File: src/rtl/cpu_pkg.sv
// Shared types and encodings for the accumulator CPU control sequencer.
// Optional single-step gating of F0 is built with CPU_SEQ_SINGLE_STEP_EN.
package cpu_pkg;

  typedef enum logic [3:0] {
    F0, F1, DEC, IND, E0, E1, E2, RR, HALT
  } state_t;

  localparam logic [2:0] OP_AND = 3'd0;
  localparam logic [2:0] OP_ADD = 3'd1;
  localparam logic [2:0] OP_LDA = 3'd2;
  localparam logic [2:0] OP_STA = 3'd3;
  localparam logic [2:0] OP_BUN = 3'd4;
  localparam logic [2:0] OP_BSA = 3'd5;
  localparam logic [2:0] OP_ISZ = 3'd6;
  localparam logic [2:0] OP_RR  = 3'd7;

  localparam logic [2:0] ALU_PASS = 3'd0;
  localparam logic [2:0] ALU_AND  = 3'd1;
  localparam logic [2:0] ALU_ADD  = 3'd2;
  localparam logic [2:0] ALU_CMA  = 3'd3;
  localparam logic [2:0] ALU_INC  = 3'd4;

  localparam logic [1:0] AR_SEL_PC  = 2'd0;
  localparam logic [1:0] AR_SEL_IR  = 2'd1;
  localparam logic [1:0] AR_SEL_MEM = 2'd2;

  localparam logic [1:0] BUS_AC = 2'd0;
  localparam logic [1:0] BUS_DR = 2'd1;
  localparam logic [1:0] BUS_PC = 2'd2;

  localparam int RR_CLA = 11;
  localparam int RR_CMA = 9;
  localparam int RR_INC = 5;
  localparam int RR_SPA = 4;
  localparam int RR_SNA = 3;
  localparam int RR_SZA = 2;
  localparam int RR_HLT = 0;

  typedef struct packed {
    logic cla;
    logic cma;
    logic inc;
    logic skip;
    logic hlt;
  } rr_act_t;

endpackage

File: src/rtl/cpu_rr_decode.sv
// Priority decode of a register-reference instruction into one action.
// Skip conditions are resolved against the accumulator flags here.
module cpu_rr_decode
  import cpu_pkg::*;
#(
  parameter int ADDR_W = 12
) (
  input  logic [ADDR_W-1:0] rr,
  input  logic              ac_zero,
  input  logic              ac_sign,
  output rr_act_t           act
);

  logic unused_rr;
  assign unused_rr = ^{rr[10], rr[8:6], rr[1]};

  always_comb begin
    act = '0;
    if (rr[RR_CLA])      act.cla  = 1'b1;
    else if (rr[RR_CMA]) act.cma  = 1'b1;
    else if (rr[RR_INC]) act.inc  = 1'b1;
    else if (rr[RR_SPA]) act.skip = !ac_sign;
    else if (rr[RR_SNA]) act.skip = ac_sign;
    else if (rr[RR_SZA]) act.skip = ac_zero;
    else if (rr[RR_HLT]) act.hlt  = 1'b1;
  end

endmodule

File: src/rtl/cpu_sequencer.sv
// Fetch/decode/indirect/execute control FSM for the accumulator CPU.
// Define CPU_SEQ_SINGLE_STEP_EN to add a STEP input gating F0.
module cpu_sequencer
  import cpu_pkg::*;
#(
  parameter int ADDR_W   = 12,
  parameter int ALU_OP_W = 3
) (
  input  logic                clk,
  input  logic                REST,
  input  logic [15:0]         IR,
  input  logic                AC_ZERO,
  input  logic                AC_SIGN,
  input  logic                DR_ZERO,
`ifdef CPU_SEQ_SINGLE_STEP_EN
  input  logic                STEP,
`endif
  output logic                AR_LOAD,
  output logic [1:0]          AR_SEL,
  output logic                PC_LOAD,
  output logic                PC_INC,
  output logic                IR_LOAD,
  output logic                DR_LOAD,
  output logic                DR_INC,
  output logic                AC_LOAD,
  output logic                AC_CLR,
  output logic [ALU_OP_W-1:0] ALU_OP,
  output logic                MEM_RD,
  output logic                MEM_WR,
  output logic [1:0]          BUS_SEL,
  output logic                HALTED
);

  state_t     st, nxt;
  logic [2:0] op_q;
  logic       i_q;
  logic [2:0] alu;
  rr_act_t    rr;

  cpu_rr_decode #(.ADDR_W(ADDR_W)) u_rr (
    .rr      (IR[ADDR_W-1:0]),
    .ac_zero (AC_ZERO),
    .ac_sign (AC_SIGN),
    .act     (rr)
  );

  always_ff @(posedge clk) begin
    if (REST) begin
      st   <= F0;
      op_q <= OP_AND;
      i_q  <= 1'b0;
    end else begin
      st <= nxt;
      if (st == DEC) begin
        op_q <= IR[14:12];
        i_q  <= IR[15];
      end
    end
  end

  assign ALU_OP = ALU_OP_W'(alu);

  // REST masks every output so the reset cycle is always quiet
  always_comb begin
    nxt     = st;
    AR_LOAD = 1'b0;
    AR_SEL  = AR_SEL_PC;
    PC_LOAD = 1'b0;
    PC_INC  = 1'b0;
    IR_LOAD = 1'b0;
    DR_LOAD = 1'b0;
    DR_INC  = 1'b0;
    AC_LOAD = 1'b0;
    AC_CLR  = 1'b0;
    alu     = ALU_PASS;
    MEM_RD  = 1'b0;
    MEM_WR  = 1'b0;
    BUS_SEL = BUS_AC;
    HALTED  = 1'b0;
    if (!REST) begin
      unique case (st)
        F0: begin
`ifdef CPU_SEQ_SINGLE_STEP_EN
          if (STEP) begin
            AR_LOAD = 1'b1;
            nxt     = F1;
          end
`else
          AR_LOAD = 1'b1;
          nxt     = F1;
`endif
        end
        F1: begin
          MEM_RD  = 1'b1;
          IR_LOAD = 1'b1;
          PC_INC  = 1'b1;
          nxt     = DEC;
        end
        DEC: begin
          if (IR[14:12] == OP_RR) begin
            nxt = RR;
          end else begin
            AR_LOAD = 1'b1;
            AR_SEL  = AR_SEL_IR;
            nxt     = IR[15] ? IND : E0;
          end
        end
        IND: begin
          MEM_RD  = i_q;
          AR_LOAD = i_q;
          AR_SEL  = AR_SEL_MEM;
          nxt     = E0;
        end
        E0: begin
          nxt = F0;
          case (op_q)
            OP_AND, OP_ADD, OP_LDA, OP_ISZ: begin
              MEM_RD  = 1'b1;
              DR_LOAD = 1'b1;
              nxt     = E1;
            end
            OP_STA: begin
              MEM_WR  = 1'b1;
              BUS_SEL = BUS_AC;
            end
            OP_BUN: PC_LOAD = 1'b1;
            OP_BSA: begin
              MEM_WR  = 1'b1;
              BUS_SEL = BUS_PC;
              nxt     = E1;
            end
            default: ;
          endcase
        end
        E1: begin
          nxt = F0;
          case (op_q)
            OP_AND: begin
              AC_LOAD = 1'b1;
              alu     = ALU_AND;
            end
            OP_ADD: begin
              AC_LOAD = 1'b1;
              alu     = ALU_ADD;
            end
            OP_LDA: AC_LOAD = 1'b1;
            OP_BSA: PC_LOAD = 1'b1;
            OP_ISZ: begin
              DR_INC = 1'b1;
              nxt    = E2;
            end
            default: ;
          endcase
        end
        E2: begin
          MEM_WR  = 1'b1;
          BUS_SEL = BUS_DR;
          PC_INC  = DR_ZERO;
          nxt     = F0;
        end
        RR: begin
          AC_CLR  = rr.cla;
          AC_LOAD = rr.cma | rr.inc;
          alu     = rr.cma ? ALU_CMA : (rr.inc ? ALU_INC : ALU_PASS);
          PC_INC  = rr.skip;
          nxt     = rr.hlt ? HALT : F0;
        end
        HALT: HALTED = 1'b1;
        default: nxt = F0;
      endcase
    end
  end

endmodule
File: config.mk
export PLATFORM = sky130hd
export DESIGN_NAME = cpu_sequencer
export DESIGN_NICKNAME = d
export VERILOG_FILES = /design/src/rtl/cpu_pkg.sv /design/src/rtl/cpu_rr_decode.sv /design/src/rtl/cpu_sequencer.sv
export SDC_FILE = /design/constraint.sdc
export NUM_CORES = 1
export LEC_CHECK = 0
export CAP_MARGIN = 5
export CORE_AREA = 2 2 44 51
export CTS_BUF_LIST = sky130_fd_sc_hd__clkbuf_8
export DETAILED_ROUTE_END_ITERATION = 10
export DIE_AREA = 0 0 46 53
export PLACE_DENSITY = 0.76
export SLEW_MARGIN = 20
export SYNTH_ARGS = -nofsm -noshare
export SYNTH_HDL_FRONTEND = slang
export SYNTH_HIERARCHICAL = 1
export SYNTH_SLANG_ARGS = --single-unit
export TNS_END_PERCENT = 100
File: constraint.sdc
create_clock -name clk -period 2.03 [get_ports clk]
set_clock_uncertainty 0.2 [all_clocks]
set_input_delay 0.406 -clock clk [delete_from_list [all_inputs] [get_ports clk]]
set_output_delay 0.406 -clock clk [all_outputs]
set_load 0.01 [all_outputs]
==> flow_results.xml <==
<?xml version="1.0" encoding="UTF-8"?>
<metrics>
  <group name="setup_path">
    <metric name="critPathKind" unit="">reg2out</metric>
    <metric name="crit_path_cell_trace" unit="">and4bb_4, or4b_4, a21oi_2, buf_2</metric>
    <metric name="worstReg2RegEnd" unit="">st[3]$_SDFFE_PP0P_</metric>
    <metric name="crit_slowest_cell" unit="">sky130_fd_sc_hd__or4b_4</metric>
    <metric name="crit_arrival" unit="ns">1.62</metric>
    <metric name="reg2reg_depth" unit="">8</metric>
    <metric name="r2r-start" unit="">st[1]$_SDFFE_PP0P_</metric>
    <metric name="maximum_fanout_count_along_the_critical_path" unit="">3</metric>
    <metric name="critical_path.startpoint_type" unit="">register</metric>
    <metric name="worst-r2r-setup-slack" unit="ns">0.29</metric>
    <metric name="required" unit="ns">1.42</metric>
    <metric name="worstSetupEndpointType" unit="">output pin</metric>
    <metric name="crit_path_max_incr_delay" unit="ns">0.47</metric>
  </group>
  <group name="power_and_ir_drop">
    <metric name="power.ir.vdd_worst" unit="uV">440</metric>
    <metric name="power_leakage" unit="uW">0.000708</metric>
    <metric name="power.density_cell_area" unit="nW/um2">556</metric>
    <metric name="total_power" unit="uW">817</metric>
  </group>
  <group name="synth">
    <metric name="synth.yosys.warnings" unit="">6</metric>
    <metric name="synth_async_sr_flop_share" unit="%">0</metric>
    <metric name="synth_cell_type_count" unit="">38</metric>
    <metric name="synth_nets" unit="">117</metric>
    <metric name="ys_dominant_reg_cell" unit="">sky130_fd_sc_hd__dfxtp_1</metric>
    <metric name="sequential_fraction_of_the_synthesis_area" unit="%">21.7</metric>
    <metric name="postSynthAreaPerCell" unit="um2">7.70</metric>
    <metric name="postSynthRegisterBits" unit="">8</metric>
    <metric name="netlist_area" unit="um2">739</metric>
    <metric name="synthesis.instances" unit="">96</metric>
    <metric name="synth-edff-count" unit="">0</metric>
  </group>
  <group name="layout">
    <metric name="layout-drive-gt1-share" unit="%">54.9</metric>
    <metric name="post_route_insts_no_fill" unit="">183</metric>
    <metric name="synthToLayoutAreaGrowth" unit="%">98.5</metric>
    <metric name="top_library_cells_by_usage_in_the_layout_fill_and_taps_aside" unit="">sky130_fd_sc_hd__buf_4 (28), sky130_fd_sc_hd__buf_2 (14), sky130_fd_sc_hd__nor2_1 (12), sky130_fd_sc_hd__buf_6 (12), sky130_fd_sc_hd__dlygate4sd2_1 (7)</metric>
    <metric name="layout.nets" unit="">187</metric>
    <metric name="layout_commonest_cell" unit="">sky130_fd_sc_hd__buf_4</metric>
    <metric name="layout.filler_cells" unit="">136</metric>
    <metric name="num_antenna_cells" unit="">0</metric>
  </group>
  <group name="place">
    <metric name="gp_routability_congestion" unit="">0.831</metric>
    <metric name="dpl.hpwl" unit="mm">1.68</metric>
    <metric name="port_buffers" unit="">33</metric>
    <metric name="placed_cells_incl_taps" unit="">164</metric>
  </group>
  <group name="drt">
    <metric name="wirelength" unit="mm">2.82</metric>
    <metric name="detail_route.iter0.violations" unit="">9</metric>
    <metric name="vias_per_cell" unit="">5.62</metric>
    <metric name="drtPass1Iterations" unit="">4</metric>
    <metric name="antenna_left" unit="">0</metric>
    <metric name="remaining_drc_errors" unit="">0</metric>
    <metric name="num_vias" unit="">1028</metric>
    <metric name="wire_per_inst" unit="um">15.4</metric>
  </group>
  <group name="min_path">
    <metric name="hold_start" unit="">i_q$_SDFFE_PP0P_</metric>
    <metric name="holdCritPathClass" unit="">reg2reg</metric>
    <metric name="hold_end" unit="">i_q$_SDFFE_PP0P_</metric>
    <metric name="min_path_cells" unit="">2</metric>
  </group>
  <group name="sta">
    <metric name="setup_repair_after_global_routing_missed_its_margin" unit="">yes</metric>
    <metric name="setup-violations-final" unit="">13</metric>
    <metric name="final_worst_setup_slack" unit="ns">-0.199</metric>
    <metric name="timing.final.max_slew_violations" unit="">0</metric>
    <metric name="layout_worst_path_cycle_share" unit="%">110</metric>
    <metric name="max_freq" unit="MHz">449</metric>
    <metric name="tightest_slew" unit="ns">0.369</metric>
    <metric name="final_period_minus_worst_setup_slack" unit="ns">2.23</metric>
    <metric name="report.final.hold_viol_count" unit="">0</metric>
    <metric name="worst_slew_margin_rel" unit="%">75.1</metric>
  </group>
  <group name="grt">
    <metric name="groute.usage.overall" unit="%">22.3</metric>
    <metric name="grt_pass1_vias" unit="">946</metric>
    <metric name="antenna_found_initial" unit="">0</metric>
    <metric name="globalRoute.totalOverflow" unit="">0</metric>
    <metric name="global_route_wire_length_before_repair" unit="mm">3.88</metric>
    <metric name="largest_net_degree_at_the_start_of_global_routing" unit="">14</metric>
  </group>
  <group name="clock_network">
    <metric name="cts_tree" unit="">built</metric>
    <metric name="total_number_of_clock_tree_sinks" unit="">8</metric>
    <metric name="htreeDepth" unit="">1</metric>
    <metric name="clk_root_buffer_cell" unit="">sky130_fd_sc_hd__clkbuf_8</metric>
    <metric name="cts.reportedPaths.clkPinSlew" unit="ns">0.04</metric>
    <metric name="worstSkewPairLatency" unit="ns">0.24</metric>
    <metric name="maximum_clock_insertion_buffer_count" unit="">2</metric>
    <metric name="cts-buffers-inserted" unit="">3</metric>
  </group>
  <group name="floorplan">
    <metric name="core-area" unit="um2">1910</metric>
    <metric name="start_util" unit="%">38.6</metric>
    <metric name="fp-row-count" unit="">17</metric>
    <metric name="die-area" unit="um2">2440</metric>
    <metric name="pin_count" unit="">39</metric>
    <metric name="die-width" unit="um">46</metric>
    <metric name="floorplan.die.height" unit="um">53</metric>
  </group>
  <group name="status">
    <metric name="result_of_the_run" unit="">finished with violations</metric>
    <metric name="failing_checks" unit="">setup timing</metric>
  </group>
  <group name="run">
    <metric name="cap_violations" unit="">0</metric>
  </group>
</metrics>
logic make-up (layout without fill, tap and decap cells):
logic type             count (synthesis)  count (layout)  synth area share, %
XOR/XNOR                               1               1                 1.18
AO/OA/AOI/OAI                         21              21                 18.1
flip-flops                             8               8                 21.7
AND/OR/NAND/NOR                       51              51                 45.0
multiplexers                           5               5                 6.77
buffers and inverters                 10              78                 7.27
layout make-up:
cell class | count | area [um2] | share of cell area (%)
multi-input cells | 78 | 651 | 44.3
well taps | 19 | 23.8 | 1.62
repair buffers | 73 | 577 | 39.3
flip-flops and latches | 8 | 168 | 11.4
inverters | 2 | 7.51 | 0.512
clock buffers | 3 | 41.3 | 2.81
layer usage:
layer | routed length (um) | part of all wire, % | vias up | global-route usage (%)
met1 | 1170 | 41 | 493 | 23.1
met3 | 138 | 4.9 | 11 | 3.75
met5 | 0 | 0 | - | 0
li1 | - | - | 490 | -
met4 | 98 | 3.5 | 0 | 15.2
met2 | 1410 | 50 | 34 | 39.1
synth_stat cells, types with 2 or more instances:
cell type / number / area, um2
sky130_fd_sc_hd__a21oi_1: 4 / 20.0
sky130_fd_sc_hd__nor2b_1: 5 / 31.3
sky130_fd_sc_hd__nand3b_1: 3 / 22.5
sky130_fd_sc_hd__a31oi_1: 4 / 25.0
sky130_fd_sc_hd__nand2_1: 6 / 22.5
sky130_fd_sc_hd__nor3b_1: 2 / 15.0
sky130_fd_sc_hd__nor2_1: 13 / 48.8
sky130_fd_sc_hd__and4b_1: 2 / 20.0
sky130_fd_sc_hd__dfxtp_1: 8 / 160
sky130_fd_sc_hd__and3_1: 5 / 31.3
sky130_fd_sc_hd__buf_4: 2 / 15.0
sky130_fd_sc_hd__inv_1: 2 / 7.51
sky130_fd_sc_hd__clkbuf_1: 4 / 15.0
sky130_fd_sc_hd__nand4b_1: 3 / 26.3
sky130_fd_sc_hd__o21ai_0: 5 / 25.0
sky130_fd_sc_hd__mux2i_1: 5 / 50.1
sky130_fd_sc_hd__nor3_1: 2 / 10.0
flip-flops by register name, summed over array words and instances, names as in the netlist:
| name | cells |
|---|---|
| i_q | 1 |
| op_q | 3 |
| st | 4 |
worst max-delay path by stage:
stage               cells after the start  slack (ns)               start        end
floorplan                               4        0.03  st[3]$_SDFFE_PP0P_  ALU_OP[0]
global placement                        8       -0.75               IR[2]     PC_INC
detailed placement                      7       -0.81              IR[11]     PC_INC
CTS                                     4       -0.24  st[3]$_SDFFE_PP0P_  ALU_OP[0]
global route                            7       -0.25  st[1]$_SDFFE_PP0P_  ALU_OP[2]
finish                                  4       -0.20  st[1]$_SDFFE_PP0P_  ALU_OP[0]
where the power goes:
| part | switching (uW) | internal (uW) | total (uW) |
|---|---|---|---|
| sequential | 22.8 | 180 | 203 |
| combinational | 192 | 221 | 412 |
| clock | 72.0 | 129 | 201 |
per-stage QoR:
stage	setup TNS (ns)	instance area [um2]	worst slack [ns]	utilization, %	hold WS [ns]
2_1_floorplan	0	739	0.0339	-	0.283
3_3_place_gp	-8.73	1230	-0.755	64.1	0.312
3_5_place_dp	-8.82	1230	-0.809	64.1	0.319
4_1_cts	-0.805	1380	-0.236	71.9	0.326
5_1_grt	-2.26	1470	-0.250	76.7	0.375
6_report	-1.53	1470	-0.199	76.7	0.332
worst max-delay path: cells and delay by family, from the launching register on:
family | cells | cell delay (ns)
AND/OR/NAND/NOR | 2 | 0.81
buffers and inverters | 1 | 0.13
flip-flops | 1 | 0.32
AO/OA/AOI/OAI | 1 | 0.12
repair_timing:
item | 4_1_cts | 5_1_grt
endpoints found under the setup margin | 18 | 17
setup buffers | 7 | 8
endpoints found under the hold margin | 0 | 0
resized for setup | 107 | 28
gates cloned | 1 | 0
pin swaps | 14 | 13
hold buffers | 0 | 0
Power figures use the tool's default switching activity.
